### src/rtl/uart_cmd_rx_pkg.sv
// Shared definitions for the UART command receiver: frame constants, FSM codes, checksum.
package uart_cmd_rx_pkg;

    localparam logic [7:0]  SYNC_BYTE_DEF = 8'hA5;
    localparam int unsigned FRAME_LEN     = 7;

    typedef enum logic [2:0] {
        IDLE,
        START,
        DATA,
        STOP,
        WAIT_HI
    } bit_state_t;

    typedef enum logic [1:0] {
        P_SYNC,
        P_ADDR,
        P_DATA,
        P_CKS
    } parse_state_t;

    function automatic logic [7:0] frame_cksum(input logic [7:0] addr, input logic [31:0] data);
        return addr ^ data[31:24] ^ data[23:16] ^ data[15:8] ^ data[7:0];
    endfunction

endpackage

### src/rtl/uart_rx_byte.sv
// 8N1 UART byte receiver: rxd synchroniser, mid-bit sampling bit FSM, framing check.
module uart_rx_byte
    import uart_cmd_rx_pkg::*;
#(
    parameter int unsigned CLKS_PER_BIT = 868
) (
    input  logic       clk,
    input  logic       rst,
    input  logic       rxd,
    output logic       byte_vld,
    output logic [7:0] byte_data,
    output logic       frame_err
);

    localparam int unsigned       BAUD_W    = $clog2(CLKS_PER_BIT);
    localparam logic [BAUD_W-1:0] BAUD_FULL = BAUD_W'(CLKS_PER_BIT - 1);
    localparam logic [BAUD_W-1:0] BAUD_HALF = BAUD_W'(CLKS_PER_BIT / 2 - 1);
    localparam logic [BAUD_W-1:0] BAUD_ONE  = BAUD_W'(1);

    logic              rx_meta;
    logic              rx_sync;
    logic              rx_prev;
    logic              rx_fall;
    logic              baud_tick;
    bit_state_t        state;
    logic [BAUD_W-1:0] baud_cnt;
    logic [2:0]        bit_cnt;
    logic [7:0]        shreg;

    // Synchroniser flops reset to the idle line level so reset never looks like a start edge.
    always_ff @(posedge clk or posedge rst) begin
        if (rst) begin
            rx_meta <= 1'b1;
            rx_sync <= 1'b1;
            rx_prev <= 1'b1;
        end else begin
            rx_meta <= rxd;
            rx_sync <= rx_meta;
            rx_prev <= rx_sync;
        end
    end

    assign rx_fall   = rx_prev & ~rx_sync;
    assign baud_tick = (baud_cnt == '0);

    always_ff @(posedge clk or posedge rst) begin
        if (rst) begin
            state     <= IDLE;
            baud_cnt  <= '0;
            bit_cnt   <= '0;
            shreg     <= '0;
            byte_vld  <= 1'b0;
            byte_data <= '0;
            frame_err <= 1'b0;
        end else begin
            byte_vld  <= 1'b0;
            frame_err <= 1'b0;
            case (state)
                IDLE: begin
                    if (rx_fall) begin
                        baud_cnt <= BAUD_HALF;
                        state    <= START;
                    end
                end
                START: begin
                    if (baud_tick) begin
                        if (!rx_sync) begin
                            baud_cnt <= BAUD_FULL;
                            bit_cnt  <= '0;
                            state    <= DATA;
                        end else begin
                            state <= IDLE;
                        end
                    end else begin
                        baud_cnt <= baud_cnt - BAUD_ONE;
                    end
                end
                DATA: begin
                    if (baud_tick) begin
                        shreg    <= {rx_sync, shreg[7:1]};
                        bit_cnt  <= bit_cnt + 3'd1;
                        baud_cnt <= BAUD_FULL;
                        if (bit_cnt == 3'd7) begin
                            state <= STOP;
                        end
                    end else begin
                        baud_cnt <= baud_cnt - BAUD_ONE;
                    end
                end
                STOP: begin
                    // Leave at mid-stop so a back-to-back start edge is not missed.
                    if (baud_tick) begin
                        if (rx_sync) begin
                            byte_vld  <= 1'b1;
                            byte_data <= shreg;
                            state     <= IDLE;
                        end else begin
                            frame_err <= 1'b1;
                            state     <= WAIT_HI;
                        end
                    end else begin
                        baud_cnt <= baud_cnt - BAUD_ONE;
                    end
                end
                WAIT_HI: begin
                    if (rx_sync) begin
                        state <= IDLE;
                    end
                end
                default: state <= IDLE;
            endcase
        end
    end

endmodule

### src/rtl/uart_cmd_rx.sv
// UART command frame receiver: A5/addr/d3..d0/checksum frames become register-write strobes.
module uart_cmd_rx
    import uart_cmd_rx_pkg::*;
#(
    parameter int unsigned CLKS_PER_BIT = 868,
    parameter int unsigned TIMEOUT_CLKS = 1000000,
    parameter logic [7:0]  SYNC_BYTE    = SYNC_BYTE_DEF
) (
    input  logic        clk,
    input  logic        rst,
    input  logic        rxd,
    output logic        byte_vld,
    output logic [7:0]  byte_data,
    output logic        wr_stb,
    output logic [7:0]  wr_addr,
    output logic [31:0] wr_data,
    output logic        frame_err,
    output logic        cksum_err,
    output logic        tmo_err,
    output logic        busy
);

    localparam int unsigned      TMO_W    = $clog2(TIMEOUT_CLKS + 1);
    localparam logic [TMO_W-1:0] TMO_LAST = TMO_W'(TIMEOUT_CLKS - 1);
    localparam logic [TMO_W-1:0] TMO_ONE  = TMO_W'(1);

    parse_state_t     p_state;
    logic [1:0]       dcnt;
    logic [7:0]       sh_addr;
    logic [31:0]      sh_data;
    logic [TMO_W-1:0] tmo_cnt;
    logic [7:0]       cks_exp;

    uart_rx_byte #(
        .CLKS_PER_BIT(CLKS_PER_BIT)
    ) u_rx_byte (
        .clk      (clk),
        .rst      (rst),
        .rxd      (rxd),
        .byte_vld (byte_vld),
        .byte_data(byte_data),
        .frame_err(frame_err)
    );

    assign cks_exp = frame_cksum(sh_addr, sh_data);
    assign busy    = (p_state != P_SYNC);

    always_ff @(posedge clk or posedge rst) begin
        if (rst) begin
            p_state   <= P_SYNC;
            dcnt      <= '0;
            sh_addr   <= '0;
            sh_data   <= '0;
            tmo_cnt   <= '0;
            wr_stb    <= 1'b0;
            wr_addr   <= '0;
            wr_data   <= '0;
            cksum_err <= 1'b0;
            tmo_err   <= 1'b0;
        end else begin
            wr_stb    <= 1'b0;
            cksum_err <= 1'b0;
            tmo_err   <= 1'b0;
            // A received byte takes priority over a timeout in the same cycle.
            if (byte_vld) begin
                tmo_cnt <= '0;
                case (p_state)
                    P_SYNC: begin
                        if (byte_data == SYNC_BYTE) begin
                            p_state <= P_ADDR;
                        end
                    end
                    P_ADDR: begin
                        sh_addr <= byte_data;
                        dcnt    <= '0;
                        p_state <= P_DATA;
                    end
                    P_DATA: begin
                        sh_data <= {sh_data[23:0], byte_data};
                        dcnt    <= dcnt + 2'd1;
                        if (dcnt == 2'd3) begin
                            p_state <= P_CKS;
                        end
                    end
                    P_CKS: begin
                        if (byte_data == cks_exp) begin
                            wr_addr <= sh_addr;
                            wr_data <= sh_data;
                            wr_stb  <= 1'b1;
                        end else begin
                            cksum_err <= 1'b1;
                        end
                        p_state <= P_SYNC;
                    end
                    default: p_state <= P_SYNC;
                endcase
            end else if (busy && frame_err) begin
                p_state <= P_SYNC;
                tmo_cnt <= '0;
            end else if (busy) begin
                if (tmo_cnt == TMO_LAST) begin
                    tmo_err <= 1'b1;
                    p_state <= P_SYNC;
                    tmo_cnt <= '0;
                end else begin
                    tmo_cnt <= tmo_cnt + TMO_ONE;
                end
            end else begin
                tmo_cnt <= '0;
            end
        end
    end

endmodule

### config.mk
export PLATFORM = sky130hd
export DESIGN_NAME = uart_cmd_rx
export DESIGN_NICKNAME = d
export VERILOG_FILES = /design/src/rtl/uart_cmd_rx_pkg.sv /design/src/rtl/uart_rx_byte.sv /design/src/rtl/uart_cmd_rx.sv
export SDC_FILE = /design/constraint.sdc
export NUM_CORES = 1
export LEC_CHECK = 0
export BUFFER_PORTS_ARGS = -buffer_cell sky130_fd_sc_hd__buf_4
export CORE_ASPECT_RATIO = 1.1
export CORE_MARGIN = 10
export CORE_UTILIZATION = 30
export CTS_BUF_LIST = sky130_fd_sc_hd__clkbuf_8
export DETAILED_ROUTE_END_ITERATION = 6
export GPL_TIMING_DRIVEN = 0
export SLEW_MARGIN = 20
export SYNTH_ARGS = -nofsm -noshare
export SYNTH_HDL_FRONTEND = slang
export SYNTH_SLANG_ARGS = --single-unit
### constraint.sdc
create_clock -name clk -period 6.8 [get_ports clk]
set_input_delay 0.34 -clock clk [delete_from_list [all_inputs] [get_ports clk]]
set_output_delay 0.34 -clock clk [all_outputs]
set_load 0.05 [all_outputs]
==> reports/results.tsv <==
metric	value	unit
status	finished clean	
p_leak	3.768	nW
vias_per_cell	4.628	
final_common_cell	dfrtp_1	
num_rows	55	
ant_nets	0	
cts_sinks	144	
postCtsSetupBuffers	0	
async_flop_share	100.0	%
rrSetupSlack	4.41	ns
crit_buf_inv	0	
hold_path_depth	0	
peakVddDrop	0.00009663	V
grt_pass1_vias	4196	
worstSetupPathType	reg -> reg	
grt_max_degree	112	
avgSynthCellArea	13.06	um2
crit_required	7.14	ns
grt-ovfl-total	0	
ys.flop_type	dfrtp_1	
place_worst_setup_slack	4.412	ns
hold_viol_final	0	
critical_path_arrival	2.72	ns
start_util	30.72	%
synth-seq-cells	144	
min_path_type	reg -> reg	
tns	0	ns
wl_per_cell	15.45	um
grt_use_total	9.984	%
drt_iter0_drc	210	
ys_seq_area_share	56.50	%
r2r-end	u_rx_byte.shreg[0]	
cts_root_buffer	clkbuf_8	
fin_skew	0.01226	ns
clk_latency	0.45	ns
setup_viol	0	
synth_edf_count	0	
worstReg2RegStart	u_rx_byte.baud_cnt[7]	
startpoint_type	flop	
antennaDiodeCount	0	
place_congestion	0.7914	
clockBufferDepth	2	
ctsResizeCount	0	
grt_first_pass_wirelength	22.34	mm
worst_path_dominant_cell_family	simple AND/OR/NAND/NOR gates	
critPathCaptureType	flop	
nets	580	
netlist_area	6385	um2
antenna_found_initial	0	
synth_nets	502	
cap_violations	0	
period_minus_slack	2.385	ns
slew_headroom	32.28	%
max_stage_delay	0.58	ns
worstHoldStart	u_rx_byte.rx_meta	
slew_viol_final	0	
critPathMaxFanout	9	
die_h	173.0	um
finalCritPeriodShare	35.07	%
syn_to_final_growth	19.46	%
synth_warnings	0	
rsz0062_at_grt	no	
io_buffers	56	
cts_buffers	17	
holdPathEnd	u_rx_byte.rx_sync	
final_cell_mix	dfrtp_1, mux2_2, buf_4, nor2_1, xor2_1	
dp_hpwl	9.590	mm
tightest_slew	1.007	ns
vias	4003	
die_area	27520	um2
ff2ff_path_depth	4	
worstPathCellList	or4_4 > nor3_1 > nand3_2 > mux2_2	
ys_types	50	
wirelength	13.37	mm
cts_tree	yes	
path_clk_slew	0.08	ns
core	20780	um2
die_w	159.1	um
io_pins	57	
powerDensity	223.1	nW/um2
drt-pass1-iter-count	4	
drive_gt1_share	34.48	%
n_fill_cell	2044	
drc	0	
holdBufCountCts	2	
netlist_instances	489	
htree_levels	4	
fin_ws	4.415	ns
slowest_stage	or4_4	
max_freq	0.4193	GHz
where the power goes:
group          internal (W)  total, W  switching, W
clock              0.000371  0.000702      0.000331
combinational     0.0000371  0.000106     0.0000692
sequential         0.000875  0.000893     0.0000187
worst max path at each step:
| stage | slack, ns | to | start | cells past startpoint |
|---|---|---|---|---|
| after CTS | 4.40 | wr_data[25] | u_rx_byte.byte_data[2] | 6 |
| after global routing | 4.21 | u_rx_byte.baud_cnt[7] | u_rx_byte.baud_cnt[7] | 5 |
| after detailed placement | 4.41 | wr_data[25] | u_rx_byte.byte_data[2] | 6 |
| final | 4.41 | u_rx_byte.shreg[0] | u_rx_byte.baud_cnt[7] | 4 |
| after global placement | 1.11 | wr_data[26] | rst | 2 |
| after floorplan | 2.60 | cksum_err | rst | 1 |
cells by family (layout without fill, tap and decap cells):
family | count (synthesis) | count (layout) | synth area share, %
DFF | 144 | 144 | 56.50
and+or+nand+nor | 126 | 126 | 10.50
muxes | 99 | 99 | 17.40
xor gates and xnor gates | 51 | 51 | 8.720
AOI/OAI and AO/OA | 34 | 34 | 3.332
buffers and inverters | 25 | 116 | 1.587
adders and majority gates | 10 | 10 | 1.960
cells in the mapped netlist (2+ instances only):
| cell | n | area [um2] |
|---|---|---|
| buf_2 | 6 | 30.03 |
| xnor2_1 | 17 | 148.9 |
| ha_1 | 10 | 125.1 |
| o31ai_1 | 2 | 15.01 |
| nor3_1 | 9 | 45.04 |
| a21oi_1 | 6 | 30.03 |
| buf_1 | 3 | 11.26 |
| dfrtp_1 | 141 | 3528 |
| clkbuf_1 | 8 | 30.03 |
| inv_1 | 8 | 30.03 |
| nand4_1 | 10 | 62.56 |
| nand4b_1 | 2 | 17.52 |
| nor2b_1 | 4 | 25.02 |
| or3_1 | 3 | 18.77 |
| nand2b_1 | 2 | 12.51 |
| and4_1 | 3 | 26.28 |
| and3_1 | 7 | 43.79 |
| nand3_1 | 12 | 60.06 |
| dfstp_2 | 3 | 78.83 |
| nand3b_1 | 2 | 15.01 |
| nor4_1 | 4 | 25.02 |
| xor2_1 | 26 | 227.7 |
| nand2_1 | 20 | 75.07 |
| o21ai_0 | 15 | 75.07 |
| mux2i_1 | 3 | 30.03 |
| o2bb2ai_1 | 2 | 17.52 |
| mux2_2 | 93 | 1047 |
| nor2_1 | 37 | 138.9 |
| mux2_1 | 3 | 33.78 |
| xnor3_1 | 8 | 180.2 |
registers in the layout, summed over array words and instances, names as in the netlist:
name,cells
u_rx_byte.byte_vld,1
dcnt,2
tmo_cnt,20
u_rx_byte.bit_cnt,3
u_rx_byte.state,3
sh_addr,8
wr_addr,8
u_rx_byte.baud_cnt,10
cksum_err,1
u_rx_byte.frame_err,1
wr_stb,1
u_rx_byte.rx_meta,1
u_rx_byte.rx_prev,1
wr_data,32
sh_data,32
p_state,2
u_rx_byte.shreg,8
u_rx_byte.rx_sync,1
u_rx_byte.byte_data,8
tmo_err,1
area by class of cell:
class / count / area (um2) / share of cell area, %
sequential: 144 / 3607 / 47.29
multi-input combinational: 320 / 2676 / 35.09
clock inverter: 14 / 162.7 / 2.133
tap: 285 / 356.6 / 4.675
clock buffer: 18 / 247.7 / 3.248
timing repair buffer: 59 / 467.9 / 6.135
buffer: 17 / 71.32 / 0.9350
inverter: 8 / 37.54 / 0.4921
through the flow:
step                      hold slack [ns]  std cells  util, %  area, um2  power (W)
after floorplan                    0.3445        489        -       6385  0.0009851
after global placement             0.3470        830    34.46       7162   0.001006
after detailed placement           0.3255        831    34.63       7197   0.001016
after CTS                          0.3590        865    36.70       7627   0.001723
after global routing               0.3713        865    36.70       7627   0.001780
final                              0.3581        865    36.70       7627   0.001702
worst register-to-register path, cell delays in order, from the launching register on:
cell and delay (ns):
dfrtp_1 0.43, or4_4 0.58, nor3_1 0.52, nand3_2 0.37, mux2_2 0.37
layer usage:
metal  GRT usage (%)  vias up  wire length, um
met1           11.68     2036             5858
met4           3.709        0              197
met2           16.88       67             6750
met3           3.017       12              560
li1                -     1888                -
met5               0        -                0
No activity file was read; power rests on OpenSTA's default activity.
